**src/rtl/nios2_oci_dct_packer.sv**
```systemverilog
// Packs 2-bit compressed trace symbols LSB-first into DCT words and hands them
// to the trace sink over valid/ready; flushes the partial word on end request.
module nios2_oci_dct_packer #(
   parameter int SYM_W = 2,
   parameter int SLOTS = 15,
   parameter int CNT_W = 4
) (
   input  logic                     clk,
   input  logic                     reset,
   input  logic                     sym_valid,
   input  logic [SYM_W-1:0]         sym_data,
   output logic                     sym_ready,
   input  logic                     end_req,
   output logic                     dct_valid,
   input  logic                     dct_ready,
   output logic [SYM_W*SLOTS-1:0]   dct_buffer,
   output logic [CNT_W-1:0]         dct_count,
   output logic                     test_ending,
   output logic                     test_has_ended
);

   localparam int               BUF_W = SYM_W * SLOTS;
   localparam logic [CNT_W-1:0] FULL  = CNT_W'(SLOTS);

   typedef enum logic [1:0] {
      RUN,
      ENDING,
      DONE
   } state_t;

   state_t             state_q, state_d;
   logic [BUF_W-1:0]   acc_q, acc_d;
   logic [CNT_W-1:0]   accCnt_q, accCnt_d;
   logic [BUF_W-1:0]   outBuf_q, outBuf_d;
   logic [CNT_W-1:0]   outCnt_q, outCnt_d;
   logic               outValid_q, outValid_d;

   logic outFree;
   logic accFull;
   logic doTransfer;
   logic doAccept;

   assign accFull        = (accCnt_q == FULL);
   assign outFree        = !outValid_q || dct_ready;
   assign sym_ready      = (state_q == RUN) && !accFull;
   assign doAccept       = sym_valid && sym_ready;
   assign doTransfer     = outFree && (accFull || ((state_q == ENDING) && (accCnt_q != '0)));

   assign dct_valid      = outValid_q;
   assign dct_buffer     = outBuf_q;
   assign dct_count      = outCnt_q;
   assign test_ending    = (state_q != RUN);
   assign test_has_ended = (state_q == DONE);

   // Accept and transfer are mutually exclusive because sym_ready is low
   // whenever a transfer could fire.
   always_comb begin
      state_d    = state_q;
      acc_d      = acc_q;
      accCnt_d   = accCnt_q;
      outBuf_d   = outBuf_q;
      outCnt_d   = outCnt_q;
      outValid_d = outValid_q;

      if (doTransfer) begin
         outBuf_d   = acc_q;
         outCnt_d   = accCnt_q;
         outValid_d = 1'b1;
         acc_d      = '0;
         accCnt_d   = '0;
      end else begin
         if (doAccept) begin
            for (int k = 0; k < SLOTS; k++) begin
               if (accCnt_q == CNT_W'(k)) begin
                  acc_d[k*SYM_W +: SYM_W] = sym_data;
               end
            end
            accCnt_d = accCnt_q + CNT_W'(1);
         end
         if (outValid_q && dct_ready) begin
            outValid_d = 1'b0;
         end
      end

      case (state_q)
         RUN: begin
            if (end_req) begin
               state_d = ENDING;
            end
         end
         ENDING: begin
            if ((accCnt_q == '0) && outFree) begin
               state_d = DONE;
            end
         end
         DONE:    state_d = DONE;
         default: state_d = RUN;
      endcase
   end

   always_ff @(posedge clk) begin
      if (reset) begin
         state_q    <= RUN;
         acc_q      <= '0;
         accCnt_q   <= '0;
         outBuf_q   <= '0;
         outCnt_q   <= '0;
         outValid_q <= 1'b0;
      end else begin
         state_q    <= state_d;
         acc_q      <= acc_d;
         accCnt_q   <= accCnt_d;
         outBuf_q   <= outBuf_d;
         outCnt_q   <= outCnt_d;
         outValid_q <= outValid_d;
      end
   end

endmodule

```
**config.mk**
```make
export PLATFORM = sky130hd
export DESIGN_NAME = nios2_oci_dct_packer
export DESIGN_NICKNAME = d
export VERILOG_FILES = /design/src/rtl/nios2_oci_dct_packer.sv
export SDC_FILE = /design/constraint.sdc
export NUM_CORES = 1
export LEC_CHECK = 0
export CAP_MARGIN = 20
export CORE_AREA = 2 2 68 118
export DETAILED_ROUTE_END_ITERATION = 6
export DIE_AREA = 0 0 70 120
export PLACE_DENSITY = 0.73
export SYNTH_ARGS = -nofsm -noshare
export SYNTH_HDL_FRONTEND = slang
export SYNTH_SLANG_ARGS = --single-unit
```
**constraint.sdc**
```tcl
create_clock -name clk -period 4.8 [get_ports clk]
set_input_delay 0.72 -clock clk [delete_from_list [all_inputs] [get_ports clk]]
set_output_delay 0.72 -clock clk [all_outputs]
set_load 0.02 [all_outputs]
```
==> reports/metrics.yaml, run 1 <==
run_status:
  status: "finished clean"
sta:
  timing.slew.headroom_pct: 36.87
  fin_tns_setup_ps: 0
  rsz0062_at_grt: "false"
  worstMarginPinSlew_ps: 942.4
  hold_viol: 0
  setup_viol: 0
  fmax_mhz: 361.7
  fin_ws_ps: 2035
  fin_crit_sh_pct: 57.61
  final.setup_skew_ps: 7.085
  drv_slew: 0
  min_period_ps: 2765
yosys:
  syn_nets: 363
  ys_ff_latch: 71
  synth.avg_cell_area_um2: 8.697
  yosysUniqueCellTypes: 31
  netlist_instances: 348
  yosysSeqAreaShare_pct: 46.96
  syn_area_um2: 3027
  yosys_warnings: 0
clock_tree:
  clock_sinks: 71
  root_buffer: "clkbuf_16"
  cts_buffers: 9
  cts_tree: "done"
  clockBufferDepth: 2
  post_cts_buffers: 0
  post_cts_resized: 0
  clk_latency_ps: 340
  path_clk_slew_ps: 60
  cts-htree-levels: 3
  postCtsHoldBufs: 0
detailed_routing:
  dr_total_vias: 2522
  drt_iter0_markers: 120
  wl_per_cell_um: 13.78
  firstDrtPassIters: 4
  ant_nets: 0
  routed_wl_um: 6489
  via_per_inst: 5.355
  drc: 0
layout:
  fin_nets: 393
  num_antenna_cells: 0
  drive_above_1_share_pct: 7.050
  area_delta_synth_final_pct: 25.38
  stdcell_count: 471
  fin_util_pct: 50.86
job:
  drv_cap: 0
pwr:
  p_sw_mw: 0.4663
  p_seq_share_pct: 38.0
  p_leak_nw: 1.325
  pwr-share-clk_pct: 43.1
  power_mw: 1.655
  max-vdd-ir-drop_mv: 0.2483
  switching_share_pct: 28.17
  p_comb_share_pct: 18.9
  p_int_mw: 1.189
  p_per_area_nw_per_um2: 436.2
floorplanning:
  core_area_um2: 7462
  initial_core_util_pct: 40.56
  die_h_um: 120
  io_pins: 45
  rows: 42
  die_w_um: 70
  dieArea_um2: 8400
global_route:
  grt_usage_pct: 16.12
  antenna_found_initial: 0
  grt_overflow: 0
  grt_pass1_wl_um: 10780
  grt_pass1_vias: 2373
  grt_max_degree: 69
hold_path:
  hp-class: "register to register"
  hold-path-cell-count: 2
worst_setup_path:
  cp-start-kind: "register"
  crit_path_end_kind: "register"
  rr_worst_depth: 6
  cp_data_required_time_ps: 5030
  path_class: "register to register"
  cp_data_arrival_time_ps: 2990
  crit_path_max_fanout: 36
placement:
  port_buffers: 44
  dp.final_hpwl_um: 4239
  dpl.cell_count: 455
  gp_congestion: 0.7781
  place_ws_ps: 1775
## cell usage after synthesis (all sizes together)
library cell / n / area (um^2)
dfxtp: 71 / 1421
nor2: 26 / 97.59
nand2b: 7 / 46.30
nand3: 8 / 57.56
clkinv: 1 / 3.750
o211ai: 1 / 21.27
a31o: 31 / 271.5
nand3b: 1 / 7.510
a311oi: 1 / 8.760
nand2: 58 / 217.7
and2: 2 / 12.51
a21o: 1 / 8.760
nand4: 2 / 12.51
xnor2: 1 / 8.760
buf: 13 / 88.83
inv: 6 / 22.52
ha: 8 / 100.1
nor3: 2 / 10.01
mux2i: 13 / 130.1
a21oi: 53 / 265.3
o31ai: 2 / 25.02
nor2b: 2 / 12.51
a31oi: 3 / 18.77
o21ai: 21 / 105.1
clkbuf: 14 / 52.55
## worst paths after layout
path | from | endpoint | slack (ps)
worst max-delay path | accCnt_q[0]$_SDFFE_PP0P_ | accCnt_q[3]$_SDFFE_PP0P_ | 2030
worst min-delay path | dct_count[2]$_SDFFE_PP0P_ | dct_count[2]$_SDFFE_PP0P_ | 470
worst max register to register | accCnt_q[0]$_SDFFE_PP0P_ | accCnt_q[3]$_SDFFE_PP0P_ | 2030
worst min register to register | dct_count[2]$_SDFFE_PP0P_ | dct_count[2]$_SDFFE_PP0P_ | 470
## flip-flops by register name, indices dropped and copies added (netlist names)
signal,count
state_q,2
dct_valid,1
acc_q,30
dct_count,4
dct_buffer,30
accCnt_q,4
## cell type report
type                    instances  area (um^2)
clock buffers                  11        242.7
clock inverters                 5        81.33
fillers                       721         3667
inverters                       7        26.28
multi-input cells             243         1438
flip-flops and latches         71         1421
well taps                      88        110.1
repair buffers                 46        475.5
## routing by layer
layer / vias up / routed length (um) / track usage, %
met5: - / 0 / 0
met3: 17 / 202 / 4.198
met4: 0 / 228 / 9.976
met2: 43 / 3423 / 27.92
met1: 1191 / 2634 / 17.16
li1: 1271 / - / -
## critical path: stages, from the launching register on
cell and delay, ps:
dfxtp_1 330, inv_1 170, ha_1 200, inv_1 80
o211ai_4 750, nand3_2 710, a311oi_1 410
## cell families (layout without fill, tap and decap cells)
| kind of cell | count (synthesis) | after routing | synth area share (%) |
|---|---|---|---|
| compound gates | 113 | 113 | 23.94 |
| mux | 13 | 13 | 4.299 |
| simple gates | 108 | 108 | 15.67 |
| xor+xnor | 1 | 1 | 0.2894 |
| fa+ha+maj | 8 | 8 | 3.307 |
| flops | 71 | 71 | 46.96 |
| buf+inv | 34 | 69 | 5.539 |
## stage by stage
step	area, um^2	hold slack (ps)
5_1_grt	3795	496.3
4_1_cts	3795	473.5
3_3_place_gp	3443	460.9
3_5_place_dp	3471	464.3
6_report	3795	470.8
2_1_floorplan	3027	454.1
## power groups by stage
| stage | registers, mW | logic [mW] | clock network, mW |
|---|---|---|---|
| floorplan | 0.641 | 0.233 | 0 |
| global placement | 0.640 | 0.288 | 0 |
| detailed placement | 0.642 | 0.312 | 0 |
| CTS | 0.629 | 0.315 | 0.724 |
| global route | 0.632 | 0.349 | 0.741 |
| finish | 0.629 | 0.313 | 0.713 |
## placed cells by master, fill, tap and decap left out, types with 2 or more instances in the layout
master,n
nand2_1,58
mux2i_1,13
nand3_1,6
a31oi_1,3
a21oi_1,53
nor3_1,2
bufinv_16,2
nor2_1,26
a31o_2,3
nand4_1,2
dfxtp_1,71
inv_1,6
clkbuf_16,9
o31ai_2,2
a31o_1,28
clkdlybuf4s50_1,44
nor2b_1,2
ha_1,8
and2_1,2
o21ai_0,21
nand2b_1,6
No activity file was read; power rests on OpenSTA's default activity.
==> run 2, diff against run 1 <==
==> constraint.sdc (replaced) <==
create_clock -name clk -period 2.55 [get_ports clk]
set_input_delay 0.3825 -clock clk [delete_from_list [all_inputs] [get_ports clk]]
set_output_delay 0.3825 -clock clk [all_outputs]
set_load 0.02 [all_outputs]
==> run 2 against run 1 <==
Compared with the run above:
- first-iteration DRC count grew 23%
- critical path depth shrank 2
- sequential share of layout area shrank 0.54 points
- clock power grew 96%
- total power grew 92%
- combinational power grew 92%
- via count grew 1.4%
- count of clock-buffer cells in the layout shrank 1
- largest power group unchanged
- highest routed layer unchanged
==> reports/metrics.yaml, run 2 (same netlist as run 1, synthesis figures left out) <==
global_route:
  use_met2_pct: 31.01  # +3.1 points
  grtUsageMet1_pct: 17.40  # +0.24 points
  use_met3_pct: 4.366  # +0.17 points
  grt_pass1_vias: 2358  # -0.63%
  grt_max_degree: 43  # -38%
  grt_overflow: 0  # unchanged
  antenna_found_initial: 0  # unchanged
  grt_usage_pct: 17.03  # +0.91 points
  grt_most_used_layer: "met2"
  grt_pass1_wl_um: 11270  # +4.6%
clock_tree:
  clk_latency_ps: 330  # about the same
  post_cts_buffers: 0  # unchanged
  postCtsHoldBufs: 0  # unchanged
  cts-htree-levels: 3  # unchanged
  clock_sinks: 71  # unchanged
  cts_buffers: 9  # unchanged
  clockBufferDepth: 2  # unchanged
  cts_tree: "done"
  root_buffer: "clkbuf_16"
  post_cts_resized: 0  # unchanged
  path_clk_slew_ps: 50  # about the same
placement:
  gp_congestion: 0.7924  # +1.8%
  port_buffers: 44  # unchanged
  dp.final_hpwl_um: 4712  # +11%
layout:
  num_antenna_cells: 0  # unchanged
  area_delta_synth_final_pct: 27.20
  multi_input_area_um2: 1438  # unchanged
  drive_above_1_share_pct: 8.505  # +1.5 points
  n_fill_cell: 684  # -5.1%
  layout_common_cells: "71 x dfxtp_1, 58 x nand2_1, 53 x a21oi_1"
  regArea_um2: 1421  # unchanged
  fin_nets: 400  # +1.8%
  layout_commonest_cell: "dfxtp_1"
floorplanning:
  die_h_um: 120  # unchanged
  io_pins: 45  # unchanged
  dieArea_um2: 8400  # unchanged
  core_area_um2: 7462  # unchanged
  die_w_um: 70  # unchanged
  initial_core_util_pct: 40.56  # unchanged
  rows: 42  # unchanged
job:
  drv_cap: 0  # unchanged
sta:
  drv_slew: 0  # unchanged
  worstMarginPinSlew_ps: 677.5  # -264.9 ps
  whs_ps: 460.4  # -10.45 ps
  min_period_ps: 2301
  fmax_mhz: 434.6
  timing.slew.headroom_pct: 54.69  # +18 points
  fin_crit_sh_pct: 90.22
  setup_viol: 0  # unchanged
  hold_viol: 0  # unchanged
  rsz0062_at_grt: "false"
  fin_tns_setup_ps: 0  # unchanged
  final.setup_skew_ps: 5.213  # -1.872 ps
detailed_routing:
  via_per_inst: 5.372  # +0.32%
  routed_wl_um: 6997  # +7.8%
  dr_total_vias: 2557  # +1.4%
  drc: 0  # unchanged
  wl_per_cell_um: 14.70  # +6.7%
  drt_iter0_markers: 147  # +23%
  firstDrtPassIters: 7  # +3
  ant_nets: 0  # unchanged
pwr:
  power_mw: 3.184  # +92%
  p_seq_share_pct: 37.2  # -0.8 points
  max-vdd-ir-drop_mv: 0.3697  # +49%
  p_int_mw: 2.330  # +96%
  p_per_area_nw_per_um2: 827.1  # +90%
  p_sw_mw: 0.8548  # +83%
  p_comb_share_pct: 18.8  # about the same
  pwr-share-clk_pct: 44.0  # +0.9 points
  switching_share_pct: 26.84  # -1.3 points
  p_leak_nw: 1.361  # +2.7%
hold_path:
  hp-class: "register to register"
worst_setup_path:
  crit_path_end_kind: "primary output"
  crit_slowest_cell: "clkdlybuf4s50_1"
  path_class: "register to primary output"
  crit_chain: "ha_1 > nand3_1 > and2_1 > clkdlybuf4s50_1"
  crit_path_max_fanout: 6  # -83%
  cp_slowest_stage_delay_ps: 530  # -220 ps
  cp_data_arrival_time_ps: 1920  # -1070 ps
  cp_data_required_time_ps: 2170  # -2860 ps
  cp-start-kind: "register"
run_status:
  status: "finished clean"
run 2: final timing paths:
check	start	end	slack, ps	cells after the start
worst max register to register	accCnt_q[0]$_SDFFE_PP0P_	acc_q[10]$_SDFFE_PP0P_	520	7
worst min-delay path	dct_count[2]$_SDFFE_PP0P_	dct_count[2]$_SDFFE_PP0P_	460	2
worst max-delay path	accCnt_q[1]$_SDFFE_PP0P_	sym_ready	250	4
worst min register to register	dct_count[2]$_SDFFE_PP0P_	dct_count[2]$_SDFFE_PP0P_	460	2
run 2: stage by stage:
stage	cells	worst slack, ps	instance area [um^2]	utilization, %
2_1_floorplan	348	933.3	3027	-
3_3_place_gp	462	509.8	3516	47.12
3_5_place_dp	462	463.5	3516	47.12
4_1_cts	476	227.7	3850	51.59
5_1_grt	476	147.5	3850	51.59
6_report	476	249.3	3850	51.59
run 2: power groups by stage:
stage / Clock, mW / Combinational (mW) / Sequential, mW
floorplan: 0 / 0.439 / 1.21
global placement: 0 / 0.579 / 1.20
detailed placement: 0 / 0.600 / 1.21
CTS: 1.42 / 0.607 / 1.18
global route: 1.46 / 0.657 / 1.19
finish: 1.40 / 0.600 / 1.18
run 2: worst max-delay path, delay by kind of cell, from the launching register on:
kind | cells | cell delay, ps
adders and majority gates | 1 | 300
buffers and inverters | 1 | 530
DFF | 1 | 370
and+or+nand+nor | 2 | 390
run 2: cell type report:
type                    instances  area share (%)
clock buffers                  10           6.207
clock inverters                 4           2.470
multi-input cells             243           37.34
inverters                       7          0.6825
flip-flops and latches         71           36.92
repair buffers                 53           13.52
well taps                      88           2.860
run 2: per-layer routing:
layer / part of all wire [%] / vias to the layer above / wire, um
met5: 0 / - / 0
met4: 2.9 / 0 / 200
met3: 3.9 / 12 / 275
met2: 54 / 55 / 3768
met1: 39 / 1208 / 2753
li1: - / 1282 / -
==> run 3, diff against run 2 <==
--- a/config.mk
+++ b/config.mk
@@ -9,6 +9,7 @@
 export CORE_AREA = 2 2 68 118
 export DETAILED_ROUTE_END_ITERATION = 6
 export DIE_AREA = 0 0 70 120
+export GPL_TIMING_DRIVEN = 0
 export PLACE_DENSITY = 0.73
 export SYNTH_ARGS = -nofsm -noshare
 export SYNTH_HDL_FRONTEND = slang
==> run 3 against run 2 <==
Compared with the run above:
- worst setup slack better by 53 ps
- die area stayed put
- utilization is 0.50 points higher
- critical endpoint unchanged
- largest power group unchanged
- highest routed layer unchanged
==> reports/metrics.yaml, run 3 (same netlist as run 1, synthesis figures left out) <==
layout:
  fin_nets: 418  # +4.5%
  num_antenna_cells: 0  # unchanged
  area_delta_synth_final_pct: 28.44
  n_fill_cell: 724  # +5.8%
  multi_input_area_um2: 1438  # unchanged
  drive_above_1_share_pct: 9.069  # +0.56 points
  layout_commonest_cell: "dfxtp_1"
  regArea_um2: 1421  # unchanged
  layout_common_cells: "71 x dfxtp_1, 58 x nand2_1, 53 x a21oi_1"
global_route:
  grt_pass1_vias: 2499  # +6.0%
  antenna_found_initial: 0  # unchanged
  grt_max_degree: 12  # -72%
  grt_usage_pct: 17.73  # +0.70 points
  grt_pass1_wl_um: 11630  # +3.2%
  grt_overflow: 0  # unchanged
floorplanning:
  die_h_um: 120  # unchanged
  dieArea_um2: 8400  # unchanged
  die_w_um: 70  # unchanged
  rows: 42  # unchanged
  core_area_um2: 7462  # unchanged
  initial_core_util_pct: 40.56  # unchanged
  io_pins: 45  # unchanged
clock_tree:
  clock_sinks: 71  # unchanged
  postCtsHoldBufs: 0  # unchanged
  path_clk_slew_ps: 50  # about the same
  post_cts_buffers: 0  # unchanged
  cts_buffers: 9  # unchanged
  clk_latency_ps: 330  # about the same
  root_buffer: "clkbuf_16"
  cts-htree-levels: 3  # unchanged
  post_cts_resized: 0  # unchanged
  cts_tree: "done"
  clockBufferDepth: 2  # unchanged
sta:
  fin_crit_sh_pct: 88.15  # -2.1 points
  rsz0062_at_grt: "false"
  fin_ws_ps: 302.1  # +52.84 ps
  worstMarginPinSlew_ps: 593.3  # -84.23 ps
  whs_ps: 472.3  # +11.88 ps
  fmax_mhz: 444.9  # +2.4%
  fin_tns_setup_ps: 0  # unchanged
  timing.slew.headroom_pct: 60.45  # +5.8 points
  setup_viol: 0  # unchanged
  hold_viol: 0  # unchanged
  min_period_ps: 2248  # -52.84 ps
  final.setup_skew_ps: 6.646  # +1.433 ps
  drv_slew: 0  # unchanged
worst_setup_path:
  path_class: "register to primary output"
  path_buf_inv: 3  # +2
  cp_data_required_time_ps: 2170  # about the same
  cp_slowest_stage_delay_ps: 590  # +60 ps
  cp-start-kind: "register"
  cp_data_arrival_time_ps: 1870  # -50 ps
  crit_path_end_kind: "primary output"
  r2r_slack_ps: 590  # +70 ps
  crit_path_max_fanout: 10  # +4
  crit_family: "buffers and inverters"
  crit_slowest_cell: "clkdlybuf4s50_1"
  crit_chain: "inv_1 > ha_1 > buf_2 > and2_1 > clkdlybuf4s50_1"
pwr:
  p_per_area_nw_per_um2: 796.0  # -3.8%
  max-vdd-ir-drop_mv: 0.3668  # -0.79%
  power_mw: 3.095  # -2.8%
  p_leak_nw: 1.378  # +1.2%
run_status:
  status: "finished clean"
placement:
  gp_congestion: 0.9027  # +14%
  dp.final_hpwl_um: 5152  # +9.3%
  place_ws_ps: 421.5  # -42.03 ps
  port_buffers: 44  # unchanged
detailed_routing:
  dr_total_vias: 2642  # +3.3%
  wl_per_cell_um: 14.44  # -1.8%
  via_per_inst: 5.327  # -0.84%
  drc: 0  # unchanged
  routed_wl_um: 7163  # +2.4%
  drt_iter0_markers: 139  # -5.4%
  firstDrtPassIters: 4  # -3
  ant_nets: 0  # unchanged
hold_path:
  hp-class: "register to register"
job:
  drv_cap: 0  # unchanged
-- run 3: cell count changes in the layout (fill, tap and decap cells not counted) --
cell       change
clkbuf_1      +15
buf_2          +8
buf_4          -8
buf_6          +4
bufinv_16      -2
clkbuf_8       +2
buf_1          +1
buf_12         -1
clkinv_2       +1
-- run 3: cell type report --
type	instances	area share [%]
timing repair buffer	44	11.33
tap	88	2.832
sequential	71	36.56
inverter	7	0.6759
clock inverter	3	1.030
buffer	27	3.637
multi-input combinational	243	36.98
clock buffer	13	6.952
-- run 3: metal layers --
| metal | part of all wire, % | track usage (%) | routed length, um |
|---|---|---|---|
| met5 | 0 | 0 | 0 |
| met4 | 4.3 | 11.90 | 305 |
| met3 | 4.4 | 3.359 | 316 |
| met2 | 53 | 31.96 | 3793 |
| met1 | 38 | 18.14 | 2748 |
-- run 3: metrics by stage --
step	area [um^2]	std cells	util, %
floorplan	3027	348	-
global placement	3577	480	47.94
detailed placement	3577	480	47.94
CTS	3887	496	52.10
global route	3887	496	52.10
finish	3887	496	52.10
-- run 3: power breakdown --
group          internal [mW]  switching, mW  leakage, nW  total, mW
Clock                  0.833          0.444        0.156       1.28
Sequential              1.15         0.0301        0.573       1.18
Combinational          0.228          0.406        0.649      0.634
Total                   2.21          0.880         1.38       3.09
-- run 3: path summary, 6_finish.rpt --
path                                  to  depth (start not counted)                         from
max                            sym_ready                          5      state_q[0]$_SDFFE_PP0P_
min          dct_buffer[17]$_SDFFE_PP0P_                          1  dct_buffer[17]$_SDFFE_PP0P_
max reg2reg        acc_q[9]$_SDFFE_PP0P_                          7     accCnt_q[0]$_SDFFE_PP0P_
min reg2reg  dct_buffer[17]$_SDFFE_PP0P_                          1  dct_buffer[17]$_SDFFE_PP0P_
==> variant, RTL diff (settings of run 2) <==
The parameter `CNT_W` goes from 4 to 6.
--- a/src/rtl/nios2_oci_dct_packer.sv
+++ b/src/rtl/nios2_oci_dct_packer.sv
@@ -3,7 +3,7 @@
 module nios2_oci_dct_packer #(
    parameter int SYM_W = 2,
    parameter int SLOTS = 15,
-   parameter int CNT_W = 4
+   parameter int CNT_W = 6
 ) (
    input  logic                     clk,
    input  logic                     reset,
Ports: changed (resized dct_count); port bits go from 45 to 47. No check against the original RTL was run, so the function may have changed too.
==> variant against run 2 <==
Non-clock buffer count up 3. Largest cell class unchanged. Largest power group is now registers. Critical endpoint unchanged. Design area up 9.3%. Via count down 2.5%. Combinational power up 23%. Worst setup slack worse by 140 ps. Sequential cell count up 4. Critical path type unchanged. Routed wire length up 3.2%. Utilization up 4.8 points. Register-to-register slack worse by 200 ps. Synthesized area up 12%. Power up 2.4%.
==> variant: results (changes against run 2) <==
| Metric | Value |
|---|---|
| Adder-Cell Fraction of Synth Area | 2.956% (-0.35 points) |
| Post-CTS Setup Inserts | 0 (unchanged) |
| Met2 usage | 33.21% (+2.2 points) |
| Seq/Total Area, Yosys | 44.35% (-2.6 points) |
| First-pass GRT wire length | 11870 µm (+5.3%) |
| Vias in the first global route | 2469 (+4.7%) |
| Placed cell area | 3895 µm² (+11%) |
| Total CTS buffers | 9 (unchanged) |
| TritonRoute pass-1 iters | 4 (-3) |
| Multiplexer area fraction after synthesis | 9.756% (+5.5 points) |
| Count of cell types in the netlist | 39 (+26%) |
| Nets@finish | 370 (-7.5%) |
| Clock Latency Late Sink | 330 ps (about the same) |
| Routed vias/inst | 5.563 (+3.5%) |
| XOR/XNOR share of the synthesized area | 0.5174% (+0.23 points) |
| Syn Inst Count | 318 (-8.6%) |
| Max VDD drop | 0.0005574 V (+51%) |
| Synth area leaders | dfxtp_1 44%, mux2i_1 9.8%, and4_1 9.1% |
| Overall global routing resource usage | 17.88% (+0.85 points) |
| Crit-path max FO | 12 (+6) |
| Max H-tree Level | 3 (unchanged) |
| Root buf cell | clkbuf_16 |
| PortBufs | 46 (+4.5%) |
| Clock transition at the registers of the reported paths | 50 ps (about the same) |
| Status | finished, final reports clean |
| RePlAce Congestion | 0.8984 (+13%) |
| Placement Setup Slack | 297.9 ps (-165.6 ps) |
| DR WL/cell | 16.11 µm (+9.6%) |
| GR Util met3 | 4.114% (-0.25 points) |
| Compound-Gate Fraction of Synth Area | 12.01% (-12 points) |
| CTS resizes | 1 (+1) |
| Inst Count DP | 432 (-6.5%) |
| Layout cells sized above 1 | 18.61% (+10 points) |
| Clk_skew | 3.251 ps (-1.962 ps) |
| Sw Pwr | 0.0009447 W (+11%) |
| Antenna diodes | 0 (unchanged) |
| Largest net degree at the start of global routing | 76 (+77%) |
| M1 GR Usage | 18.49% (+1.1 points) |
| Ys flop type | dfxtp_1 |
| WL final | 7219 µm (+3.2%) |
| Initial antenna violation count | 0 (unchanged) |
| Post-synth top cells | 75 x dfxtp_1, 35 x and4_1, 33 x mux2i_1 |
| Hpwl dp | 4884 µm (+3.7%) |
| WP data arrival | 2050 ps (+130 ps) |
| Net Count, Synth | 333 (-8.3%) |
| Pleak | 1.707 nW (+25%) |
| 1st-iter DRT viols | 81 (-45%) |
| Least-Margin Pin Slew | 695.6 ps (+18.11 ps) |
[variant: changes by cell type after synthesis, moves of 10 or more]
cell and delta:
mux2i_1 +20, and4_1 +35, nor2_2 +30, nand2_1 -48, nor2_1 -21, nand4_1 +10
o21ai_0 -21, a21oi_1 -49
[variant: critical path: cells and delay by family, from the launching register on]
| kind | cells | cell delay (ps) |
|---|---|---|
| adder cells (fa/ha/maj) | 1 | 360 |
| buffers and inverters | 1 | 530 |
| flip-flops | 1 | 410 |
| AND/OR/NAND/NOR | 2 | 410 |
[variant: worst paths after layout]
| kind | from | endpoint | slack, ps | depth (start not counted) |
|---|---|---|---|---|
| hold / removal | acc_q[4] | dct_buffer[4] | 470 | 1 |
| setup / recovery | accCnt_q[0] | sym_ready | 110 | 4 |
| setup reg to reg | accCnt_q[0] | dct_count[2] | 320 | 6 |
| hold reg to reg | acc_q[4] | dct_buffer[4] | 470 | 1 |
[variant: routing by layer]
layer	wire length [µm]	part of all wire [%]
met1	2908	40
met4	194	2.7
met5	0	0
met2	3928	54
met3	188	2.6
[variant: layout make-up]
| cell class | instances | area, µm² |
|---|---|---|
| Fill cell | 697 | 3253 |
| Multi-Input combinational cell | 207 | 1690 |
| Sequential cell | 75 | 1501 |
| Timing Repair Buffer | 56 | 573.1 |
| Clock buffer | 16 | 311.5 |
| Tap cell | 88 | 110.1 |
| Inverter | 6 | 22.52 |
[variant: power groups by stage]
stage | registers, W | logic [W] | clock network, W
after global routing | 0.00127 | 0.000809 | 0.00133
after CTS | 0.00126 | 0.000749 | 0.00129
after global placement | 0.00128 | 0.000727 | 0
final | 0.00126 | 0.000738 | 0.00126
after detailed placement | 0.00128 | 0.000746 | 0
after floorplan | 0.00128 | 0.000542 | 0
